`src/rtl/handshake_pkg.sv`:
```
// Shared handshake state codes, used by this sender and the peripheral-side receiver.
package handshake_pkg;

    localparam int ESTADO_W = 3;

    localparam logic [ESTADO_W-1:0] ST_IDLE  = 3'd0;
    localparam logic [ESTADO_W-1:0] ST_SETUP = 3'd1;
    localparam logic [ESTADO_W-1:0] ST_REQ   = 3'd2;
    localparam logic [ESTADO_W-1:0] ST_REL   = 3'd3;
    localparam logic [ESTADO_W-1:0] ST_ERR   = 3'd4;

    typedef enum logic [ESTADO_W-1:0] {
        S_IDLE  = ST_IDLE,
        S_SETUP = ST_SETUP,
        S_REQ   = ST_REQ,
        S_REL   = ST_REL,
        S_ERR   = ST_ERR
    } state_e;

endpackage

```
`src/rtl/handshake_tx_queue_sync_fifo.sv`:
```
// Single-clock FIFO with registered full/empty/count; the head word is always visible on rd_data.
module sync_fifo #(
    parameter int DATA_W = 4,
    parameter int DEPTH  = 8
) (
    input  logic                       clk,
    input  logic                       rst,
    input  logic                       push,
    input  logic                       pop,
    input  logic [DATA_W-1:0]          wr_data,
    output logic [DATA_W-1:0]          rd_data,
    output logic                       full,
    output logic                       empty,
    output logic [$clog2(DEPTH):0]     count
);

    localparam int AW = $clog2(DEPTH);
    localparam int CW = AW + 1;

    logic [DATA_W-1:0] mem_q [DEPTH];
    logic [DATA_W-1:0] mem_d [DEPTH];
    logic [AW-1:0]     wr_ptr_q, wr_ptr_d;
    logic [AW-1:0]     rd_ptr_q, rd_ptr_d;
    logic [CW-1:0]     count_q, count_d;
    logic              full_q, full_d;
    logic              empty_q, empty_d;
    logic              push_ok_s, pop_ok_s;

    // Next-state for storage, pointers and occupancy; a push while full is dropped.
    always_comb begin
        push_ok_s = push && !full_q;
        pop_ok_s  = pop && !empty_q;
        mem_d     = mem_q;
        wr_ptr_d  = wr_ptr_q;
        rd_ptr_d  = rd_ptr_q;
        if (push_ok_s) begin
            mem_d[wr_ptr_q] = wr_data;
            wr_ptr_d        = wr_ptr_q + {{(AW-1){1'b0}}, 1'b1};
        end else begin
            wr_ptr_d = wr_ptr_q;
        end
        if (pop_ok_s) begin
            rd_ptr_d = rd_ptr_q + {{(AW-1){1'b0}}, 1'b1};
        end else begin
            rd_ptr_d = rd_ptr_q;
        end
        case ({push_ok_s, pop_ok_s})
            2'b10:   count_d = count_q + {{(CW-1){1'b0}}, 1'b1};
            2'b01:   count_d = count_q - {{(CW-1){1'b0}}, 1'b1};
            default: count_d = count_q;
        endcase
        full_d  = (count_d == CW'(DEPTH));
        empty_d = (count_d == {CW{1'b0}});
    end

    // FIFO state registers.
    always_ff @(posedge clk or negedge rst) begin
        if (!rst) begin
            for (int i = 0; i < DEPTH; i++) begin
                mem_q[i] <= {DATA_W{1'b0}};
            end
            wr_ptr_q <= {AW{1'b0}};
            rd_ptr_q <= {AW{1'b0}};
            count_q  <= {CW{1'b0}};
            full_q   <= 1'b0;
            empty_q  <= 1'b1;
        end else begin
            mem_q    <= mem_d;
            wr_ptr_q <= wr_ptr_d;
            rd_ptr_q <= rd_ptr_d;
            count_q  <= count_d;
            full_q   <= full_d;
            empty_q  <= empty_d;
        end
    end

    assign rd_data = mem_q[rd_ptr_q];
    assign full    = full_q;
    assign empty   = empty_q;
    assign count   = count_q;

endmodule

```
`src/rtl/handshake_tx_queue.sv`:
```
// Queued sender: buffers producer words and ships each over a 4-phase send/ack
// handshake to a peripheral on an unrelated clock, with ack timeout and sticky error.
module handshake_tx_queue
    import handshake_pkg::*;
#(
    parameter int DATA_W      = 4,
    parameter int DEPTH       = 8,
    parameter int SYNC_STAGES = 2,
    parameter int TIMEOUT     = 64
) (
    input  logic                   clk,
    input  logic                   rst,
    input  logic                   wr_en,
    input  logic [DATA_W-1:0]      wr_data,
    output logic                   full,
    output logic [$clog2(DEPTH):0] count,
    output logic                   ovf,
    output logic [DATA_W-1:0]      dados,
    output logic                   send,
    input  logic                   ack,
    output logic [ESTADO_W-1:0]    estado,
    output logic                   busy,
    output logic                   err,
    input  logic                   err_clr
);

    localparam int TW = $clog2(TIMEOUT + 1) + 1;

    logic [SYNC_STAGES-1:0] sync_q, sync_d;
    logic                   ack_s;
    state_e                 state_q, state_d;
    logic [DATA_W-1:0]      dados_q, dados_d;
    logic                   send_q, send_d;
    logic                   busy_q, busy_d;
    logic                   err_q, err_d;
    logic                   ovf_q, ovf_d;
    logic [TW-1:0]          tmo_q, tmo_d, tmo_inc_s;
    logic                   timeout_s;
    logic                   pop_s;
    logic [DATA_W-1:0]      head_s;
    logic                   fifo_full_s, fifo_empty_s;

    sync_fifo #(
        .DATA_W (DATA_W),
        .DEPTH  (DEPTH)
    ) u_fifo (
        .clk     (clk),
        .rst     (rst),
        .push    (wr_en),
        .pop     (pop_s),
        .wr_data (wr_data),
        .rd_data (head_s),
        .full    (fifo_full_s),
        .empty   (fifo_empty_s),
        .count   (count)
    );

    assign ack_s = sync_q[SYNC_STAGES-1];

    // Handshake FSM: next state, data load, pop and timeout bookkeeping.
    always_comb begin
        sync_d    = {sync_q[SYNC_STAGES-2:0], ack};
        state_d   = state_q;
        dados_d   = dados_q;
        err_d     = err_q;
        pop_s     = 1'b0;
        tmo_inc_s = tmo_q + {{(TW-1){1'b0}}, 1'b1};
        timeout_s = (TIMEOUT != 0) && (tmo_inc_s == TW'(TIMEOUT));
        case (state_q)
            S_IDLE: begin
                if (!fifo_empty_s) begin
                    dados_d = head_s;
                    state_d = S_SETUP;
                end else begin
                    state_d = S_IDLE;
                end
            end
            S_SETUP: state_d = S_REQ;
            S_REQ: begin
                // Timeout wins over a same-cycle ack so the word stays queued for retry.
                if (timeout_s) begin
                    state_d = S_ERR;
                    err_d   = 1'b1;
                end else if (ack_s && !fifo_empty_s) begin
                    pop_s   = 1'b1;
                    state_d = S_REL;
                end else begin
                    state_d = S_REQ;
                end
            end
            S_REL: begin
                if (timeout_s) begin
                    state_d = S_ERR;
                    err_d   = 1'b1;
                end else if (!ack_s) begin
                    state_d = S_IDLE;
                end else begin
                    state_d = S_REL;
                end
            end
            S_ERR: begin
                if (err_clr) begin
                    err_d   = 1'b0;
                    state_d = S_IDLE;
                end else begin
                    state_d = S_ERR;
                end
            end
            default: state_d = S_IDLE;
        endcase
        if (state_d != state_q) begin
            tmo_d = {TW{1'b0}};
        end else if ((state_q == S_REQ) || (state_q == S_REL)) begin
            tmo_d = tmo_inc_s;
        end else begin
            tmo_d = tmo_q;
        end
        send_d = (state_d == S_REQ);
        busy_d = (state_d != S_IDLE);
        ovf_d  = wr_en && fifo_full_s;
    end

    // Synchroniser, FSM and output registers.
    always_ff @(posedge clk or negedge rst) begin
        if (!rst) begin
            sync_q  <= {SYNC_STAGES{1'b0}};
            state_q <= S_IDLE;
            dados_q <= {DATA_W{1'b0}};
            send_q  <= 1'b0;
            busy_q  <= 1'b0;
            err_q   <= 1'b0;
            ovf_q   <= 1'b0;
            tmo_q   <= {TW{1'b0}};
        end else begin
            sync_q  <= sync_d;
            state_q <= state_d;
            dados_q <= dados_d;
            send_q  <= send_d;
            busy_q  <= busy_d;
            err_q   <= err_d;
            ovf_q   <= ovf_d;
            tmo_q   <= tmo_d;
        end
    end

    assign full   = fifo_full_s;
    assign ovf    = ovf_q;
    assign dados  = dados_q;
    assign send   = send_q;
    assign estado = state_q;
    assign busy   = busy_q;
    assign err    = err_q;

endmodule

```
`config.mk`:
```
export PLATFORM = sky130hd
export DESIGN_NAME = handshake_tx_queue
export DESIGN_NICKNAME = d
export VERILOG_FILES = /design/src/rtl/handshake_pkg.sv /design/src/rtl/handshake_tx_queue_sync_fifo.sv /design/src/rtl/handshake_tx_queue.sv
export SDC_FILE = /design/constraint.sdc
export NUM_CORES = 1
export LEC_CHECK = 0
export ABC_CLOCK_PERIOD_IN_PS = 7100
export BUFFER_PORTS_ARGS = -buffer_cell sky130_fd_sc_hd__buf_2
export CAP_MARGIN = 20
export CORE_ASPECT_RATIO = 2
export CORE_MARGIN = 2
export CORE_UTILIZATION = 50
export DETAILED_ROUTE_END_ITERATION = 10
export PLACE_DENSITY = 0.68
export SYNTH_ARGS = -nofsm -noshare
export SYNTH_HDL_FRONTEND = slang
export SYNTH_SLANG_ARGS = --single-unit
export TNS_END_PERCENT = 100
```
`constraint.sdc`:
```
create_clock -name clk -period 7.1 [get_ports clk]
set_clock_uncertainty 0.2 [all_clocks]
set_input_delay 1.775 -clock clk [delete_from_list [all_inputs] [get_ports clk]]
set_output_delay 1.775 -clock clk [all_outputs]
set_load 0.03 [all_outputs]
```
==> metrics.csv, run 1 <==
stage,metric,value,unit
outcome,status,finished clean,
timing,slew_headroom,0.395,
synth,yosys_warnings,0,
synth,syn_area,3150,sq um
synth,ys.flop_type,dfrtp_1,
setup_path,r2r_setup_slack,3.81,ns
die,num_io_pins,25,
place,dpl.hpwl,3790,um
die,die_x,60.1,um
timing,layout_setup_ws,3.38,ns
clocking,cts_root_buffer,clkbuf_16,
min_path,worstHoldPathType,reg -> reg,
timing,slew_viol_final,0,
global_route,grt_max_degree,66,
drt,drtIter0Drc,71,
clocking,cts_hold_buffers,0,
die,coreArea,6210,sq um
clocking,h-tree-depth,3,
clocking,cts_tree,done,
die,dieArea,6990,sq um
finish,area_growth,15.8,%
setup_path,cpMaxStageDelayCell,mux2i_1,
clocking,clkLatencyLatePin,0.32,ns
synth,syn_avg_cell_area,12.8,sq um
place,place.gp.congestion,0.736,
setup_path,critPathKind,in -> reg,
timing,fin_crit_sh,0.524,
global_route,antenna_found_initial,0,
finish,antenna_cells,0,
synth,ys_async_sr_fraction,1.00,
timing,setup-violations-final,0,
drt,dr.pass1.iters,4,
setup_path,start_kind,input port,
drt,via_per_inst,5.41,
synth,yosysTopAreaCell,dfrtp_1,
synth,ys_seq_area_frac,0.516,
global_route,grt_pass1_wl,9430,um
timing,hold_viol_final,0,
synth,ys_top_cells_by_count,"dfrtp_1, mux2_2, nor2_1",
timing,grt_setup_unrepaired,false,
place,port_buffers,24,
setup_path,cp-endpoint,u_fifo.full,
synth,synth_edf_count,0,
clocking,path_clk_slew,0.05,ns
setup_path,reg2reg_from,tmo_q[0],
setup_path,endpoint_kind,flip-flop,
clocking,clk_path_buf_depth,2,
setup_path,timing.rr.end,u_fifo.full,
global_route,grt_pass1_vias,1972,
synth,ys_ff_latch,65,
drt,ant_nets,0,
setup_path,arrival,3.71,ns
clocking,post_cts_buffers,0,
finish,nets,290,
finish,drive_gt1_frac,0.336,
drt,wirelength,5570,um
global_route,grt_usage,0.187,
setup_path,ff2ff_path_depth,10,
setup_path,cp_cell_sequence,buf_2 > nor2b_2 > inv_1 > nand4_4 > a21oi_4 > xor2_1 > ha_1 > a21oi_1 > xor2_2 > mux2i_1 > a211oi_2,
place,pre_cts_ws,3.03,ns
run,maxCapViolations,0,
synth,synth_top_area_frac,0.508,
drt,wl_per_cell,15.2,um
synth,synthDistinctLibCells,48,
setup_path,critPathMaxStageDelay,0.32,ns
setup_path,path_max_fanout,6,
timing,max_freq,0.269,GHz
setup_path,required,7.09,ns
synth,syn-num-nets,261,
power_and_ir_drop,peakVddDrop,233,uV
global_route,grt_remaining_overflow,0,
synth,yosysMostFrequentCell,dfrtp_1,
synth,synth.area.top_cells,"dfrtp_1, mux2_2, mux4_2",
finish,fin_util,0.588,
power_and_ir_drop,leakage,1.58,nW
timing,tightest_slew,0.906,ns
clocking,cts_resized,0,
power_and_ir_drop,powerDensity,477,nW/um^2
die,initial_core_util,0.508,
die,rows,41,
drt,dr_total_vias,1980,
synth,synth_cells,247,
clocking,cts_buffers,9,
die,die_h,116,um
timing,finalSetupTns,0,ns
setup_path,critPathLaunch,wr_en,
drt,drc,0,
timing,period_needed,3.72,ns
clocking,cts_sinks,65,
power breakdown:
part           leakage [nW]  switching (mW)  internal [mW]  total, mW
sequential            0.786           0.145          0.528      0.673
clock                 0.153           0.144          0.314      0.458
combinational         0.641           0.298          0.314      0.612
total                  1.58           0.586           1.16       1.74
per-layer routing:
| layer | vias up | global-route usage | wire (um) |
|---|---|---|---|
| met5 | - | 0 | 0 |
| met4 | 0 | 0.0800 | 102 |
| met3 | 8 | 0.0576 | 245 |
| met2 | 39 | 0.288 | 2750 |
| met1 | 986 | 0.240 | 2470 |
| li1 | 947 | - | - |
layout by cell type (no fill, tap or decap), drive strengths merged, types with 3 or more instances in the layout:
cell / count
ha: 5
and4: 3
nand2b: 3
nor3b: 4
nor4: 3
o21ai: 5
mux2i: 6
a21oi: 9
xnor2: 7
nand2: 19
mux4: 8
mux2: 35
nor2b: 3
a211o: 3
clkbuf: 12
nor2: 23
inv: 7
nor3: 3
nand3: 4
dfrtp: 64
nand3b: 3
xor2: 8
buf: 25
flip-flops by register name (all words and copies together), names as in the netlist:
signal / count
u_fifo.full: 1
dados: 4
u_fifo.wr_ptr_q: 3
tmo_q: 8
busy: 1
estado: 3
u_fifo.rd_ptr_q: 3
ovf: 1
sync_q: 2
u_fifo.mem_q: 32
send: 1
u_fifo.count: 4
u_fifo.empty: 1
err: 1
critical path: cells and delay by family:
family | cells | cell delay, ns
AO/OA/AOI/OAI | 3 | 0.52
multiplexers | 1 | 0.32
buffers and inverters | 2 | 0.31
AND/OR/NAND/NOR | 2 | 0.30
XOR/XNOR | 2 | 0.30
adder cells (fa/ha/maj) | 1 | 0.19
cell families (layout without fill, tap and decap cells):
| family | Yosys count | in the layout | share of synthesized area |
|---|---|---|---|
| AOI/OAI and AO/OA | 24 | 24 | 0.0592 |
| xor gates and xnor gates | 15 | 15 | 0.0441 |
| adders and majority gates | 5 | 5 | 0.0198 |
| buffers and inverters | 14 | 47 | 0.0234 |
| DFF | 65 | 65 | 0.516 |
| muxes | 49 | 49 | 0.201 |
| and+or+nand+nor | 75 | 75 | 0.136 |
area by class of cell:
type,count,area [sq um]
flip-flops and latches,65,1630
multi-input cells,168,1450
repair buffers,25,128
fillers,506,2560
well taps,86,108
clock buffers,12,246
inverters,7,26.3
clock inverters,3,65.1
through the flow:
step	instance area, sq um	hold slack, ns	instances	total power [mW]
after floorplan	3150	0.131	247	1.15
after global placement	3340	0.137	351	1.27
after detailed placement	3340	0.137	351	1.29
after CTS	3650	0.148	366	1.76
after global routing	3650	0.148	366	1.86
final	3650	0.146	366	1.74
worst min-delay path by stage:
stage | start | endpoint | slack (ns) | cells past startpoint
finish | sync_q[0] | sync_q[1] | 0.15 | 0
global route | sync_q[0] | sync_q[1] | 0.15 | 0
CTS | sync_q[0] | sync_q[1] | 0.15 | 0
detailed placement | sync_q[0] | sync_q[1] | 0.14 | 0
global placement | sync_q[0] | sync_q[1] | 0.14 | 0
floorplan | sync_q[0] | sync_q[1] | 0.13 | 0
Power figures use the tool's default switching activity.
==> run 2: changes to the inputs <==
--- a/config.mk
+++ b/config.mk
@@ -5,14 +5,14 @@
 export SDC_FILE = /design/constraint.sdc
 export NUM_CORES = 1
 export LEC_CHECK = 0
-export ABC_CLOCK_PERIOD_IN_PS = 7100
+export ABC_CLOCK_PERIOD_IN_PS = 3250
 export BUFFER_PORTS_ARGS = -buffer_cell sky130_fd_sc_hd__buf_2
 export CAP_MARGIN = 20
 export CORE_ASPECT_RATIO = 2
 export CORE_MARGIN = 2
 export CORE_UTILIZATION = 50
 export DETAILED_ROUTE_END_ITERATION = 10
-export PLACE_DENSITY = 0.68
+export PLACE_DENSITY = 0.71
 export SYNTH_ARGS = -nofsm -noshare
 export SYNTH_HDL_FRONTEND = slang
 export SYNTH_SLANG_ARGS = --single-unit
==> constraint.sdc (replaced) <==
create_clock -name clk -period 3.25 [get_ports clk]
set_clock_uncertainty 0.2 [all_clocks]
set_input_delay 0.8125 -clock clk [delete_from_list [all_inputs] [get_ports clk]]
set_output_delay 0.8125 -clock clk [all_outputs]
set_load 0.03 [all_outputs]
==> run 2 against run 1 <==
Non-clock buffer count increased by 5. Worst hold slack improved by 0.0043 ns. Core utilization increased by 1.2 points. First-iteration DRC count increased by 5.6%. Critical path depth decreased by 1. Cell count increased by 1.4%. Sequential share of layout area decreased by 0.90 points. Die area unchanged. Worst setup slack got worse by 3.1 ns. Global-route usage increased by 1.2 points. Wire length increased by 6.7%. Sequential power increased by 120%. Highest routed layer unchanged.
==> metrics.csv, run 2 (synthesis results as in run 1) <==
stage,metric,value,unit
drt,drc,0,
clocking,clk_path_buf_depth,2,
clocking,cts_tree,done,
global_route,grt_pass1_vias,2121,
place,port_buffers,24,
setup_path,arrival,3.05,ns
die,num_io_pins,25,
finish,drive_gt1_frac,0.365,
timing,slew_headroom,0.414,
drt,ant_nets,0,
setup_path,timing.rr.end,u_fifo.full,
clocking,cts_root_buffer,clkbuf_16,
drt,via_per_inst,5.41,
drt,wl_per_cell,16.0,um
place,place.gp.congestion,0.831,
global_route,grt_max_degree,26,
place,dp.cells,356,
global_route,grt_pass1_wl,10100,um
min_path,hold-path-endpoint,sync_q[1],
outcome,status,finished clean,
timing,fin_crit_sh,0.926,
finish,n_fill_cell,498,
place,dpl.hpwl,4160,um
finish,final_common_cell,dfrtp_1,
drt,wirelength,5940,um
finish,final_cell_mix,"dfrtp_1, mux2_2, buf_2",
drt,dr.pass1.iters,4,
clocking,h-tree-depth,3,
clocking,cts_buffers,9,
setup_path,path_delay_family,simple AND/OR/NAND/NOR gates,
clocking,path_clk_slew,0.05,ns
finish,antenna_cells,0,
run,maxCapViolations,0,
timing,setup-violations-final,0,
timing,whs,0.150,ns
setup_path,start_kind,flip-flop,
setup_path,critPathKind,reg -> reg,
die,die_h,116,um
setup_path,critPathBufInv,0,
finish,stdcell_count,371,
finish,largest_reg_flops,32,
power_and_ir_drop,leakage,1.61,nW
power_and_ir_drop,peakVddDrop,574,uV
min_path,min_from,sync_q[0],
timing,tightest_slew,0.872,ns
timing,finalSetupTns,0,ns
timing,grt_setup_unrepaired,false,
min_path,holdPathStages,0,
die,dieArea,6990,sq um
clocking,post_cts_buffers,0,
global_route,antenna_found_initial,0,
finish,multiInputGateArea,1470,sq um
timing,slew_viol_final,0,
global_route,grt_remaining_overflow,0,
setup_path,cpMaxStageDelayCell,or4_1,
setup_path,crit_top_cell,ha_2,
place,pre_cts_ws,0.122,ns
die,initial_core_util,0.508,
clocking,clkLatencyLatePin,0.33,ns
setup_path,ff2ff_path_depth,10,
clocking,cts_hold_buffers,0,
finish,top_register,u_fifo.mem_q,
drt,drtIter0Drc,75,
finish,seq_area,1630,sq um
die,rows,41,
drt,dr_total_vias,2007,
min_path,worstHoldPathType,reg -> reg,
timing,layout_setup_ws,0.242,ns
setup_path,required,3.29,ns
finish,nets,295,
die,coreArea,6210,sq um
global_route,grt_usage,0.198,
timing,max_freq,0.332,GHz
setup_path,r2r_setup_slack,0.24,ns
setup_path,cp_cell_sequence,ha_2 > nand3b_1 > nor4_4 > nand2_2 > nand2_1 > nor2_1 > ha_2 > or4_1 > and4_1 > a211oi_2,
timing,period_needed,3.01,ns
finish,area_growth,18.2,%
setup_path,reg2reg_from,tmo_q[0],
setup_path,critPathMaxStageDelay,0.58,ns
finish,reg.largest.list,"u_fifo.mem_q (32), tmo_q (8)",
clocking,cts_sinks,65,
setup_path,endpoint_kind,flip-flop,
timing,hold_viol_final,0,
clocking,cts_resized,0,
power_and_ir_drop,powerDensity,1060,nW/um^2
die,die_x,60.1,um
setup_path,path_max_fanout,7,
## run 2: cell count changes in the layout (fill, tap and decap cells not counted)
cell        delta
buf_4          +5
clkbuf_1       -2
ha_1           -2
ha_2           +2
a31oi_2        -1
a31oi_4        +1
bufinv_16      +1
clkbuf_8       -1
clkinv_2       +1
clkinvlp_4     +1
nand2_1        -1
nand2_2        +1
## run 2: how the worst max path moves through the flow
stage | startpoint | end | slack [ns] | depth (start not counted)
detailed placement | wr_en | u_fifo.full | 0.12 | 11
global route | tmo_q[0] | u_fifo.full | 0.03 | 10
floorplan | tmo_q[0] | u_fifo.empty | 0.27 | 10
CTS | tmo_q[0] | u_fifo.empty | 0.15 | 10
finish | tmo_q[0] | u_fifo.full | 0.24 | 10
global placement | wr_en | u_fifo.full | 0.21 | 11
## run 2: worst reg2reg max path: stages, from the launching register on
cell	delay (ns)
dfrtp_1	0.41
ha_2	0.24
nand3b_1	0.12
nor4_4	0.33
nand2_2	0.12
nand2_1	0.11
nor2_1	0.09
ha_2	0.32
or4_1	0.58
and4_1	0.27
a211oi_2	0.15
## run 2: metal layers
layer  global-route usage  wire length, um  vias to the layer above
met2                0.309             3060                       38
met3               0.0354              159                       17
met5                    0                0                        -
met1                0.245             2510                      998
met4                0.135              210                        0
li1                     -                -                      954
## run 2: report_power, final
| part | internal [mW] | leakage (nW) | total [mW] | switching, mW |
|---|---|---|---|---|
| combinational | 0.705 | 0.664 | 1.38 | 0.677 |
| clock | 0.740 | 0.161 | 1.07 | 0.329 |
| sequential | 1.15 | 0.786 | 1.48 | 0.330 |
## run 2: layout make-up
| type | count | share of cell area |
|---|---|---|
| clock buffers | 9 | 0.0604 |
| clock inverters | 6 | 0.0289 |
| inverters | 7 | 0.00705 |
| multi-input cells | 168 | 0.394 |
| flip-flops and latches | 65 | 0.437 |
| well taps | 86 | 0.0289 |
| repair buffers | 30 | 0.0443 |
## run 2: through the flow
step | cell area, sq um | power, mW | utilization
after global placement | 3380 | 2.79 | 0.544
final | 3730 | 3.93 | 0.600
after floorplan | 3150 | 2.51 | -
after CTS | 3710 | 3.96 | 0.598
after global routing | 3730 | 4.18 | 0.600
after detailed placement | 3380 | 2.86 | 0.544
==> run 3: changes to the inputs <==
--- a/config.mk
+++ b/config.mk
@@ -5,14 +5,15 @@
 export SDC_FILE = /design/constraint.sdc
 export NUM_CORES = 1
 export LEC_CHECK = 0
-export ABC_CLOCK_PERIOD_IN_PS = 3250
+export ABC_CLOCK_PERIOD_IN_PS = 3300
 export BUFFER_PORTS_ARGS = -buffer_cell sky130_fd_sc_hd__buf_2
 export CAP_MARGIN = 20
 export CORE_ASPECT_RATIO = 2
 export CORE_MARGIN = 2
 export CORE_UTILIZATION = 50
 export DETAILED_ROUTE_END_ITERATION = 10
-export PLACE_DENSITY = 0.71
+export GPL_ROUTABILITY_DRIVEN = 0
+export PLACE_DENSITY = 0.68
 export SYNTH_ARGS = -nofsm -noshare
 export SYNTH_HDL_FRONTEND = slang
 export SYNTH_SLANG_ARGS = --single-unit
==> constraint.sdc (replaced) <==
create_clock -name clk -period 3.3 [get_ports clk]
set_clock_uncertainty 0.2 [all_clocks]
set_input_delay 0.825 -clock clk [delete_from_list [all_inputs] [get_ports clk]]
set_output_delay 0.825 -clock clk [all_outputs]
set_load 0.03 [all_outputs]
==> run 3 against run 2 <==
Non-clock buffer count up 1. Core utilization down 0.20 points. Cell area down 0.34%. Critical path depth unchanged. Cell count up 0.54%. Die area unchanged. Critical path type unchanged. Critical endpoint is now u_fifo.empty.
==> metrics.csv, run 3 (synthesis results as in run 1) <==
stage,metric,value,unit
outcome,status,finished clean,
finish,largest_reg_flops,32,
timing,hold_viol_final,0,
setup_path,r2r_setup_slack,0.26,ns
clocking,clk_path_buf_depth,2,
clocking,cts_root_buffer,clkbuf_16,
timing,whs,0.152,ns
finish,reg.largest.list,"u_fifo.mem_q (32), tmo_q (8)",
finish,nets,296,
clocking,cts_resized,0,
timing,max_freq,0.329,GHz
drt,drtIter0Drc,152,
clocking,cts_sinks,65,
drt,dr_total_vias,2015,
setup_path,cpMaxStageDelayCell,or4_1,
die,dieArea,6990,sq um
die,die_h,116,um
timing,tightest_slew,0.854,ns
drt,wl_per_cell,15.4,um
finish,final_cell_mix,"dfrtp_1, mux2_2, buf_2",
timing,layout_setup_ws,0.261,ns
place,place_area,3380,sq um
drt,via_per_inst,5.40,
power_and_ir_drop,powerDensity,1010,nW/um^2
clocking,clkLatencyLatePin,0.33,ns
clocking,h-tree-depth,3,
timing,grt_setup_unrepaired,false,
setup_path,path_delay_family,simple AND/OR/NAND/NOR gates,
setup_path,arrival,3.09,ns
finish,final_common_cell,dfrtp_1,
drt,dr.pass1.iters,4,
drt,ant_nets,0,
global_route,antenna_found_initial,0,
setup_path,timing.rr.end,u_fifo.empty,
die,rows,41,
timing,slew_headroom,0.426,
clocking,cts_buffers,9,
clocking,path_clk_slew,0.05,ns
setup_path,reg2reg_from,tmo_q[0],
place,pre_cts_ws,0.146,ns
timing,fin_crit_sh,0.921,
drt,wirelength,5750,um
clocking,cts_tree,done,
place,dpl.hpwl,4090,um
setup_path,path_depth,10,
global_route,grt_usage,0.193,
global_route,grt_remaining_overflow,0,
die,die_x,60.1,um
setup_path,cp-endpoint,u_fifo.empty,
run,maxCapViolations,0,
clocking,post_cts_buffers,0,
finish,final_cell_area,3710,sq um
timing,slew_viol_final,0,
timing,finalSetupTns,0,ns
die,coreArea,6210,sq um
setup_path,start_kind,flip-flop,
timing,period_needed,3.04,ns
setup_path,cp_cell_sequence,ha_1 > nand3b_1 > nor4_4 > nand2_2 > nand2_1 > nor2_1 > ha_2 > or4_1 > and4_1 > a2bb2oi_2,
finish,top_register,u_fifo.mem_q,
power_and_ir_drop,leakage,1.61,nW
global_route,grt_pass1_vias,2044,
global_route,grt_pass1_wl,9790,um
setup_path,critPathBufInv,0,
setup_path,required,3.35,ns
setup_path,critPathLaunch,tmo_q[0],
setup_path,critPathKind,reg -> reg,
die,num_io_pins,25,
setup_path,critPathMaxStageDelay,0.58,ns
min_path,worstHoldPathType,reg -> reg,
setup_path,ff2ff_path_depth,10,
finish,drive_gt1_frac,0.362,
finish,area_growth,17.8,%
place,port_buffers,24,
power_and_ir_drop,peakVddDrop,548,uV
drt,drc,0,
finish,stdcell_count,373,
global_route,grt_max_degree,31,
die,initial_core_util,0.508,
timing,setup-violations-final,0,
setup_path,endpoint_kind,flip-flop,
clocking,cts_hold_buffers,0,
finish,antenna_cells,0,
setup_path,path_max_fanout,7,
place,dp.cells,357,
[run 3: cell types whose count changed in the layout (fill, tap and decap cells not counted), sizes merged]
cell	before	now
clkbuf	9	14
bufinv	3	1
clkinvlp	1	0
clkinv	2	1
buf	30	31
[run 3: area by class of cell]
cell class	instances	area, sq um
clock buffer	14	274
clock inverter	2	35.0
fill	516	2490
inverter	7	26.3
multi-input combinational	168	1470
sequential	65	1630
tap	86	108
timing repair buffer	31	173
[run 3: through the flow]
stage           util  power [mW]
3_5_place_dp   0.545        2.81
2_1_floorplan      -        2.47
4_1_cts        0.595        3.79
5_1_grt        0.598        4.00
3_3_place_gp   0.545        2.74
6_report       0.598        3.76
[run 3: worst register-to-register path: stages (launching register included)]
cell and delay, ns:
dfrtp_1 0.42, ha_1 0.24, nand3b_1 0.13, nor4_4 0.31, nand2_2 0.12, nand2_1 0.11, nor2_1 0.09, ha_2 0.32
or4_1 0.58, and4_1 0.27, a2bb2oi_2 0.15
[run 3: how the worst min path moves through the flow]
stage	startpoint	end	slack, ns	depth (start not counted)
4_1_cts	sync_q[0]	sync_q[1]	0.16	0
6_report	sync_q[0]	sync_q[1]	0.15	0
2_1_floorplan	sync_q[0]	sync_q[1]	0.13	0
3_3_place_gp	sync_q[0]	sync_q[1]	0.14	0
5_1_grt	sync_q[0]	sync_q[1]	0.16	0
3_5_place_dp	sync_q[0]	sync_q[1]	0.14	0
[run 3: report_power, final]
group / switching (mW) / internal [mW]
clock network: 0.317 / 0.645
registers: 0.315 / 1.14
logic: 0.649 / 0.696
[run 3: routing by layer]
| layer | track usage | routed length, um | vias to the layer above |
|---|---|---|---|
| li1 | - | - | 952 |
| met1 | 0.252 | 2600 | 1007 |
| met2 | 0.290 | 2800 | 44 |
| met3 | 0.0587 | 206 | 12 |
| met4 | 0.0933 | 150 | 0 |
| met5 | 0 | 0 | - |
